[src/rtl/rom_arb_pkg.sv]
// Shared state encodings, owner identifiers and error-data constant for the
// ROM access arbiter.
package rom_arb_pkg;

    localparam logic [1:0] ST_IDLE   = 2'd0;
    localparam logic [1:0] ST_ACCESS = 2'd1;
    localparam logic [1:0] ST_RESP   = 2'd2;

    localparam logic OWN_CPU = 1'b0;
    localparam logic OWN_DMA = 1'b1;

    // Wide enough for any practical DATA_W; users slice the low bits.
    localparam int unsigned             MAX_DATA_W = 64;
    localparam logic [MAX_DATA_W-1:0]   ERR_DATA   = '1;

endpackage

[src/rtl/rom_access_arbiter_if.sv]
// Requester and ROM-side signals of the ROM access arbiter. The arbiter
// connects through the slave modport; requesters and the ROM use the master side.
interface rom_access_arbiter_if #(
    parameter int unsigned ADDR_W = 15,
    parameter int unsigned DATA_W = 8
);

    logic              cpu_req;
    logic [ADDR_W-1:0] cpu_addr;
    logic              cpu_ack;
    logic              cpu_valid;
    logic [DATA_W-1:0] cpu_rdata;

    logic              dma_req;
    logic [ADDR_W-1:0] dma_addr;
    logic              dma_ack;
    logic              dma_valid;
    logic [DATA_W-1:0] dma_rdata;

    logic              rd_err;
    logic              rom_oe;
    logic [ADDR_W-1:0] rom_addr;
    logic [DATA_W-1:0] rom_data;

    modport slave (
        input  cpu_req, cpu_addr, dma_req, dma_addr, rom_data,
        output cpu_ack, cpu_valid, cpu_rdata,
        output dma_ack, dma_valid, dma_rdata,
        output rd_err, rom_oe, rom_addr
    );

    modport master (
        output cpu_req, cpu_addr, dma_req, dma_addr, rom_data,
        input  cpu_ack, cpu_valid, cpu_rdata,
        input  dma_ack, dma_valid, dma_rdata,
        input  rd_err, rom_oe, rom_addr
    );

endinterface

[src/rtl/rr_arbiter2.sv]
// Two-port grant logic: fixed priority to port 0, or round-robin keyed on the
// port that won the previous grant.
module rr_arbiter2
    import rom_arb_pkg::*;
#(
    parameter int unsigned CPU_PRIORITY = 1
) (
    input  logic       clk,
    input  logic       rst_n,
    input  logic       i_en,
    input  logic [1:0] i_req,
    output logic [1:0] o_gnt,
    output logic       o_owner
);

    logic r_last;
    logic w_dma_wins;

    always_comb begin
        // Port 1 wins when port 0 is silent, or on contention when port 0 won last.
        if (CPU_PRIORITY != 0) begin
            w_dma_wins = !i_req[0];
        end else begin
            w_dma_wins = !i_req[0] || (r_last == OWN_CPU);
        end
        o_gnt = 2'b00;
        if (i_en && (i_req != 2'b00)) begin
            if (i_req[1] && w_dma_wins) begin
                o_gnt[1] = 1'b1;
            end else begin
                o_gnt[0] = 1'b1;
            end
        end
    end

    assign o_owner = o_gnt[1] ? OWN_DMA : OWN_CPU;

    always_ff @(posedge clk or negedge rst_n) begin
        if (!rst_n) begin
            r_last <= OWN_DMA;
        end else if (o_gnt != 2'b00) begin
            r_last <= o_owner;
        end
    end

endmodule

[src/rtl/rom_access_arbiter.sv]
// Shares the program ROM between the CPU fetch port and the DMA/loader port,
// sequencing IDLE -> ACCESS (with wait states) -> RESP for each accepted read.
module rom_access_arbiter
    import rom_arb_pkg::*;
#(
    parameter int unsigned ADDR_W       = 15,
    parameter int unsigned DATA_W       = 8,
    parameter int unsigned ROM_SIZE     = 8192,
    parameter int unsigned WAIT_STATES  = 0,
    parameter int unsigned CPU_PRIORITY = 1
) (
    input  logic                 clk,
    input  logic                 rst_n,
    rom_access_arbiter_if.slave  bus
);

    logic [1:0]        r_state;
    logic [3:0]        r_cnt;
    logic              r_owner;
    logic              r_oor;
    logic              r_rom_oe;
    logic [ADDR_W-1:0] r_rom_addr;
    logic [DATA_W-1:0] r_cpu_rdata;
    logic [DATA_W-1:0] r_dma_rdata;

    logic              w_idle;
    logic [1:0]        w_gnt;
    logic              w_owner;
    logic              w_ack;
    logic              w_oor;
    logic              w_resp;
    logic [ADDR_W-1:0] w_sel_addr;
    logic [DATA_W-1:0] w_cap_data;

    // Acks are suppressed while reset is held, even though they are combinational.
    assign w_idle = (r_state == ST_IDLE) && rst_n;

    rr_arbiter2 #(
        .CPU_PRIORITY (CPU_PRIORITY)
    ) u_arb (
        .clk     (clk),
        .rst_n   (rst_n),
        .i_en    (w_idle),
        .i_req   ({bus.dma_req, bus.cpu_req}),
        .o_gnt   (w_gnt),
        .o_owner (w_owner)
    );

    assign w_ack      = |w_gnt;
    assign w_sel_addr = w_gnt[1] ? bus.dma_addr : bus.cpu_addr;
    assign w_oor      = 32'(w_sel_addr) >= ROM_SIZE;
    assign w_cap_data = r_oor ? ERR_DATA[DATA_W-1:0] : bus.rom_data;
    assign w_resp     = (r_state == ST_RESP);

    always_ff @(posedge clk or negedge rst_n) begin
        if (!rst_n) begin
            r_state     <= ST_IDLE;
            r_cnt       <= 4'd0;
            r_owner     <= OWN_CPU;
            r_oor       <= 1'b0;
            r_rom_oe    <= 1'b0;
            r_rom_addr  <= '0;
            r_cpu_rdata <= '0;
            r_dma_rdata <= '0;
        end else begin
            case (r_state)
                ST_IDLE: begin
                    if (w_ack) begin
                        r_state <= ST_ACCESS;
                        r_cnt   <= 4'(WAIT_STATES);
                        r_owner <= w_owner;
                        r_oor   <= w_oor;
                        // Out-of-range reads never touch the ROM pins.
                        if (!w_oor) begin
                            r_rom_oe   <= 1'b1;
                            r_rom_addr <= w_sel_addr;
                        end
                    end
                end
                ST_ACCESS: begin
                    if (r_cnt != 4'd0) begin
                        r_cnt <= r_cnt - 4'd1;
                    end else begin
                        r_rom_oe <= 1'b0;
                        r_state  <= ST_RESP;
                        if (r_owner == OWN_DMA) begin
                            r_dma_rdata <= w_cap_data;
                        end else begin
                            r_cpu_rdata <= w_cap_data;
                        end
                    end
                end
                ST_RESP: r_state <= ST_IDLE;
                default: r_state <= ST_IDLE;
            endcase
        end
    end

    assign bus.cpu_ack   = w_gnt[0];
    assign bus.dma_ack   = w_gnt[1];
    assign bus.cpu_valid = w_resp && (r_owner == OWN_CPU);
    assign bus.dma_valid = w_resp && (r_owner == OWN_DMA);
    assign bus.rd_err    = w_resp && r_oor;
    assign bus.cpu_rdata = r_cpu_rdata;
    assign bus.dma_rdata = r_dma_rdata;
    assign bus.rom_oe    = r_rom_oe;
    assign bus.rom_addr  = r_rom_addr;

endmodule

[src/flat_wrapper.sv]
// flat-port wrapper written by rule: the top's interface ports become plain ports
module rom_access_arbiter_flat import rom_arb_pkg::*;
#(
    parameter int unsigned ADDR_W       = 15,
    parameter int unsigned DATA_W       = 8,
    parameter int unsigned ROM_SIZE     = 8192,
    parameter int unsigned WAIT_STATES  = 0,
    parameter int unsigned CPU_PRIORITY = 1
)
  (clk, rst_n, bus_cpu_req, bus_cpu_addr, bus_dma_req, bus_dma_addr, bus_rom_data, bus_cpu_ack, bus_cpu_valid, bus_cpu_rdata, bus_dma_ack, bus_dma_valid, bus_dma_rdata, bus_rd_err, bus_rom_oe, bus_rom_addr);
  rom_access_arbiter_if #(.ADDR_W(ADDR_W), .DATA_W(DATA_W)) bus_i ();
  input  logic clk;
  input  logic rst_n;
  input wire logic [$bits(bus_i.cpu_req)-1:0] bus_cpu_req;
  input wire logic [$bits(bus_i.cpu_addr)-1:0] bus_cpu_addr;
  input wire logic [$bits(bus_i.dma_req)-1:0] bus_dma_req;
  input wire logic [$bits(bus_i.dma_addr)-1:0] bus_dma_addr;
  input wire logic [$bits(bus_i.rom_data)-1:0] bus_rom_data;
  output wire logic [$bits(bus_i.cpu_ack)-1:0] bus_cpu_ack;
  output wire logic [$bits(bus_i.cpu_valid)-1:0] bus_cpu_valid;
  output wire logic [$bits(bus_i.cpu_rdata)-1:0] bus_cpu_rdata;
  output wire logic [$bits(bus_i.dma_ack)-1:0] bus_dma_ack;
  output wire logic [$bits(bus_i.dma_valid)-1:0] bus_dma_valid;
  output wire logic [$bits(bus_i.dma_rdata)-1:0] bus_dma_rdata;
  output wire logic [$bits(bus_i.rd_err)-1:0] bus_rd_err;
  output wire logic [$bits(bus_i.rom_oe)-1:0] bus_rom_oe;
  output wire logic [$bits(bus_i.rom_addr)-1:0] bus_rom_addr;
  assign bus_i.cpu_req = bus_cpu_req;
  assign bus_i.cpu_addr = bus_cpu_addr;
  assign bus_i.dma_req = bus_dma_req;
  assign bus_i.dma_addr = bus_dma_addr;
  assign bus_i.rom_data = bus_rom_data;
  assign bus_cpu_ack = bus_i.cpu_ack;
  assign bus_cpu_valid = bus_i.cpu_valid;
  assign bus_cpu_rdata = bus_i.cpu_rdata;
  assign bus_dma_ack = bus_i.dma_ack;
  assign bus_dma_valid = bus_i.dma_valid;
  assign bus_dma_rdata = bus_i.dma_rdata;
  assign bus_rd_err = bus_i.rd_err;
  assign bus_rom_oe = bus_i.rom_oe;
  assign bus_rom_addr = bus_i.rom_addr;
  rom_access_arbiter #(.ADDR_W(ADDR_W), .DATA_W(DATA_W), .ROM_SIZE(ROM_SIZE), .WAIT_STATES(WAIT_STATES), .CPU_PRIORITY(CPU_PRIORITY)) u_core (.clk(clk), .rst_n(rst_n), .bus(bus_i));
endmodule
[config.mk]
export PLATFORM = sky130hd
export DESIGN_NAME = rom_access_arbiter_flat
export DESIGN_NICKNAME = d
export VERILOG_FILES = /design/src/rtl/rom_arb_pkg.sv /design/src/rtl/rom_access_arbiter_if.sv /design/src/rtl/rr_arbiter2.sv /design/src/rtl/rom_access_arbiter.sv /design/src/flat_wrapper.sv
export SDC_FILE = /design/constraint.sdc
export NUM_CORES = 1
export LEC_CHECK = 0
export BUFFER_PORTS_ARGS = -buffer_cell sky130_fd_sc_hd__buf_2
export CORE_AREA = 2 2 81 83
export CTS_CLUSTER_DIAMETER = 60
export DETAILED_ROUTE_END_ITERATION = 8
export DIE_AREA = 0 0 83 85
export HOLD_SLACK_MARGIN = 0.12
export SYNTH_ARGS = -nofsm -noshare
export SYNTH_HDL_FRONTEND = slang
export SYNTH_HIERARCHICAL = 1
export SYNTH_SLANG_ARGS = --single-unit
[constraint.sdc]
create_clock -name clk -period 2.4 [get_ports clk]
set_input_delay 0.36 -clock clk [delete_from_list [all_inputs] [get_ports clk]]
set_output_delay 0.36 -clock clk [all_outputs]
set_load 0.01 [all_outputs]
* Word level (Yosys, flattened, before mapping)
Index checks and enable logic that the tools add are counted.
Word-level totals: flip-flop bits (word level) 40, word-level logic and storage cells 54
Cells by class: add/subtract/negate cells 1, $lt $le $gt $ge 1, eq/ne operators 6, multiplexer cells 16, bitwise gates (word level) 3, reduce and logical (&&, ||, !) cells 19
Operator list (number):
- 15-bit by 14-bit >= comparator with 1-bit output, second input constant | 1
- 15-bit two-way mux | 1
- 3-bit AND reduction | 4
- 4-bit two-way mux | 2
- 8-bit two-way mux | 1
- 4-bit one-hot mux with 2 select lines | 1
- 1-bit logical AND | 6
- 1-bit two-way mux | 6
- 2-bit two-way mux | 3
- 2-bit by 1-bit != test with 1-bit output, second input constant | 2
- 2-bit != test, second input constant | 2
- 2-bit one-hot mux with 2 select lines | 1
- 2-bit AND reduction | 2
- 4-bit AND reduction | 1
- 2-bit nonzero test | 2
- 4-bit nonzero test | 1
- 4-bit by 1-bit subtractor with 4-bit output, second input constant | 1
- 1-bit NOT | 3
- 2-bit by 1-bit equality test with 1-bit output, second input constant | 1
- 2-bit equality test, second input constant | 1
- 2-bit zero test | 1
- 1-bit one-hot mux with 2 select lines | 1
- 2-bit OR reduction | 1
- 1-bit zero test | 1

* Longest topological paths before layout
word-level depth 9, mapped depth 10

* Hierarchy
Netlist, hierarchy kept.
By module, submodules not included:
- rom_access_arbiter | times used 1, cells an instance 141, area an instance 1880.6 um^2, sequential area each 1001.0 um^2
- rr_arbiter2 | times used 1, cells an instance 3, area an instance 23.8 um^2, sequential area each 0.0 um^2

* Least setup slack after synthesis
No wires, ideal clock.
kind register to register, start point reg u_core.r_state[0], end point reg u_core.r_rom_addr[0], in the netlist u_core/bus.rom_addr[0], library setup time 0.125 ns, arrival 2.151 ns, setup slack 0.125 ns, cell stages (with the launch flop) 11, cell sequence dfrtp_1 buf_2 nor2_1 and2_1 and3b_1 buf_4 buf_4 nor3b_2 o221ai_2 buf_4 mux2_2
On the way: word-level cells in the longest chain between the ends 8, elaborated cells on any way between the ends 9, those cells by class 1 x order compare; 2 x mux; 1 x bitwise; 5 x reduce/logical
Ends and longest elaborated chain:
- start, declared | line rom_access_arbiter.sv:17 | logic [1:0] r_state;
- start signal, assigned | line rom_access_arbiter.sv:57 | r_state <= ST_IDLE;
- start signal, assigned | line rom_access_arbiter.sv:69 | r_state <= ST_ACCESS;
- start signal, assigned | line rom_access_arbiter.sv:85 | r_state <= ST_RESP;
- 2-bit zero test (*) | line rom_access_arbiter.sv:36 | assign w_idle = (r_state == ST_IDLE) && rst_n;
- 1-bit logical AND (*) | line rom_access_arbiter.sv:36
- via u_core.w_idle | line rom_access_arbiter.sv:26 | logic w_idle;
- 1-bit logical AND (*) | line rr_arbiter2.sv:27 | if (i_en && (i_req != 2'b00)) begin
- 2-bit two-way mux (*) | line rr_arbiter2.sv:27
- via bus_dma_ack | line flat_wrapper.sv:22 | output wire logic [$bits(bus_i.dma_ack)-1:0] bus_dma_ack;
- 15-bit two-way mux | line rom_access_arbiter.sv:50 | assign w_sel_addr = w_gnt[1] ? bus.dma_addr : bus.cpu_addr;
- 15-bit by 14-bit >= comparator with 1-bit output | line rom_access_arbiter.sv:51 | assign w_oor = 32'(w_sel_addr) >= ROM_SIZE;
- 1-bit NOT (no line)
- 3-bit AND reduction (no line)
- end signal, assigned | line rom_access_arbiter.sv:76 | r_rom_addr <= w_sel_addr;
- end, declared | line rom_access_arbiter.sv:22 | logic [ADDR_W-1:0] r_rom_addr;
Mark *: on every way through the listed nets, which the timed path passes. The rest lies on a longest branch. A chain may end at the register's enable or synchronous reset.

* Final worst setup path
start point reg u_core.r_state[1], end point reg u_core.r_rom_addr[1], in the netlist u_core/bus.rom_addr[1]
On the way: word-level cells in the longest chain between the ends 8, elaborated cells on any way between the ends 9, those cells by class 1 x order compare; 2 x mux; 1 x bitwise; 5 x reduce/logical
Ends and longest elaborated chain (line):
- 2-bit zero test (*) | rom_access_arbiter.sv:36
- 1-bit logical AND (*) | rom_access_arbiter.sv:36
- via u_core.w_idle | rom_access_arbiter.sv:26
- 1-bit logical AND (*) | rr_arbiter2.sv:27
- 2-bit two-way mux (*) | rr_arbiter2.sv:27
- 15-bit two-way mux | rom_access_arbiter.sv:50
- 15-bit by 14-bit >= comparator with 1-bit output | rom_access_arbiter.sv:51
- 1-bit NOT (no line)
- 3-bit AND reduction (no line)
Marked as above.

==> run_results.csv <==
group,metric,value,unit
status,outcome,"finished clean",
min_path,hold_path_class,"input port to asynchronous set/reset pin",
flow_run,cap_violations,0,
sta,finalCritPeriodShare,87.2,%
final_layout,antenna_cells,0,
clock_tree,root_buffer,"clkbuf_8",
floorplanning,fp.dieArea,7060,um^2
placed_design,place_congestion,0.821,
clock_tree,cts_hold_buf,0,
worst_setup_path,end_kind,"flip-flop",
power_and_ir_drop,irDropWorstVdd,0.000515,V
detailed_routing,vias,1453,
sta,relSlewSlack,65.9,%
sta,worst_clock_skew,0.00661,ns
clock_tree,tritoncts,"built",
clock_tree,cts_resized,0,
placed_design,port_buffers,78,
global_route,grt_max_degree,41,
worst_setup_path,crit_buf_inv,1,
final_layout,multi_input_area,848,um^2
floorplanning,die_w,83,um
sta,fin_crit,2.09,ns
sta,max_freq,478,MHz
final_layout,seq_area,1000,um^2
detailed_routing,final_antenna_net_count,0,
detailed_routing,wl,4140,um
floorplanning,core_area,6200,um^2
sta,rsz0062_at_grt,"no",
worst_setup_path,path_max_fanout,15,
synthesis,synth_area_per_cell,13.2,um^2
clock_tree,cts_max_level,2,
worst_setup_path,critPathArrivalTime,2.26,ns
synthesis,yosysUniqueCellTypes,31,
global_route,track_usage,12.5,%
worst_setup_path,required,2.57,ns
sta,slew_violations,0,
worst_setup_path,r2r_end,"u_core/bus.rom_addr[1]$_DFFE_PN0P_",
global_route,antenna_found_initial,0,
worst_setup_path,r2r-start,"u_core/r_state[1]$_DFFE_PN0P_",
worst_setup_path,critPathKind,"flip-flop to flip-flop",
synthesis,syn_area,1900,um^2
floorplanning,die_h,85,um
floorplanning,start_util,30.7,%
worst_setup_path,r2r_slack,0.31,ns
final_layout,postLayoutCellArea,2520,um^2
worst_setup_path,worstSetupStartpointType,"flip-flop",
worst_setup_path,cp_top_family,"simple AND/OR/NAND/NOR gates",
clock_tree,clk_latency,0.28,ns
worst_setup_path,crit_chain,"nor2_1 > and2_1 > and3b_1 > nor3b_2 > o221ai_2 > buf_4 > mux2_2",
synthesis,ys_seq_area_share,52.6,%
clock_tree,cts-buffers-inserted,5,
detailed_routing,drtIter0Drc,34,
power_and_ir_drop,p_per_area,1140,nW/um^2
synthesis,yosys_register_bits,40,
floorplanning,rows,29,
detailed_routing,viasPerCell,4.70,
clock_tree,clk_pin_slew_worst_paths,0.08,ns
sta,hold_viol_final,0,
detailed_routing,firstDrtPassIters,4,
clock_tree,postCtsSetupBuffers,0,
power_and_ir_drop,cellLeakagePower,0.00118,uW
synthesis,yosysWarnings,6,
clock_tree,clockBufferDepth,2,
placed_design,hpwlAfterDp,3080,um
sta,worstMarginPinSlew,0.511,ns
worst_setup_path,rr_worst_depth,7,
final_layout,most-common-layout-cells,"78 x buf_2, 44 x mux2_2, 40 x dfrtp_1",
detailed_routing,drcViolationCount,0,
synthesis,synth_nets,188,
final_layout,final_common_cell,"buf_2",
clock_tree,clock-sinks,40,
floorplanning,ios,79,
synthesis,syn_inst,144,
sta,setup_viol,0,
detailed_routing,post_drt_wl_per_cell,13.4,um
global_route,grt_pass1_wl,7130,um
worst_setup_path,slowest_delay,0.38,ns
final_layout,drive_gt1_share,65.1,%
sta,fin_setup_tns,0,ns
final_layout,nNetsFinal,275,
final_layout,syn_to_final_growth,32.5,%
worst_setup_path,crit_path_top_delay_cell,"dfrtp_1",
global_route,grt-ovfl-total,0,
global_route,grt_pass1_vias,1493,
final_layout,nFillCells,618,
placed_design,placed_area,2410,um^2
==> synth_stat cells, drive strengths merged <==
library cell  count  area [um^2]
nor4              1         21.3
o221ai            2         23.8
mux2i             1         10.0
clkbuf            1         3.75
a211oi            1         7.51
and2              4         26.3
o21ai             6         30.0
or4               1         7.51
o311ai            2         17.5
ha                2         25.0
nand2             3         11.3
nor2              2         7.51
mux2             44          495
inv               5         18.8
nand4             1         6.26
dfrtp            40         1000
nor3              6         35.0
or3b              1         11.3
and3b             1         8.76
nand3b            1         7.51
or2               8         50.1
and3              2         12.5
a22oi             1         7.51
buf               5         32.5
o22ai             1         6.26
nor3b             2         20.0
==> power breakdown <==
group / total [uW] / switching [uW] / leakage [uW] / internal, uW
clock network: 535 / 226 / 0.0000552 / 309
logic: 1190 / 576 / 0.000652 / 612
registers: 1160 / 179 / 0.000473 / 977
total: 2880 / 982 / 0.00118 / 1900
==> routing by layer <==
layer	global-route usage [%]	wire, um	vias up
met5	0	0	-
met4	3.13	45	0
met3	3.70	225	5
met2	20.7	2000	47
met1	16.1	1870	711
li1	-	-	690
==> cells by family after synthesis <==
family	after synthesis	synth area share, %
and+or+nand+nor	33	11.8
buffers and inverters	11	2.89
muxes	45	26.5
DFF	40	52.6
adders and majority gates	2	1.31
AOI/OAI and AO/OA	13	4.86
==> registers in the layout, summed over array words and instances, names as in the netlist <==
register and cells:
u_core/bus.cpu_rdata 8, u_core/bus.dma_rdata 8, u_core/bus.rom_addr 15, u_core/bus.rom_oe 1
u_core/r_oor 1, u_core/r_owner 1, u_core/r_cnt 4, u_core/r_state 2
==> worst register-to-register path: cells and delay by family (launching register included) <==
family                 cells  cell delay (ns)
AO/OA/AOI/OAI              1             0.14
flip-flops                 1             0.38
multiplexers               1             0.29
AND/OR/NAND/NOR            4             0.97
buffers and inverters      1             0.21
==> stage by stage <==
stage	utilization (%)	instances	worst slack [ns]	total power, uW	hold slack [ns]
floorplan	-	144	0.125	1900	0.0644
global placement	38.9	301	0.440	2350	0.481
detailed placement	38.9	301	0.321	2370	0.466
CTS	40.7	309	0.295	2930	0.191
global route	40.7	309	0.144	3110	0.207
finish	40.7	309	0.308	2880	0.164
==> how the worst max path moves through the flow <==
stage	start	endpoint	slack [ns]	cells past startpoint
global route	u_core/r_state[1]$_DFFE_PN0P_	u_core/bus.rom_addr[10]$_DFFE_PN0P_	0.14	7
floorplan	u_core/r_state[0]$_DFFE_PN0P_	u_core/bus.rom_addr[0]$_DFFE_PN0P_	0.12	10
detailed placement	u_core/r_state[1]$_DFFE_PN0P_	u_core/bus.rom_addr[9]$_DFFE_PN0P_	0.32	7
global placement	u_core/r_state[1]$_DFFE_PN0P_	u_core/bus.rom_addr[11]$_DFFE_PN0P_	0.44	7
CTS	u_core/r_state[1]$_DFFE_PN0P_	u_core/bus.rom_addr[1]$_DFFE_PN0P_	0.30	7
finish	u_core/r_state[1]$_DFFE_PN0P_	u_core/bus.rom_addr[1]$_DFFE_PN0P_	0.31	7
==> cell type report <==
cell class,instances,share of cell area [%]
Timing Repair Buffer,86,17.9
Tap cell,77,3.82
Clock inverter,2,1.39
Clock buffer,6,2.88
Inverter,5,0.744
Sequential cell,40,39.7
Multi-Input combinational cell,93,33.6
No activity file was read; power rests on OpenSTA's default activity.
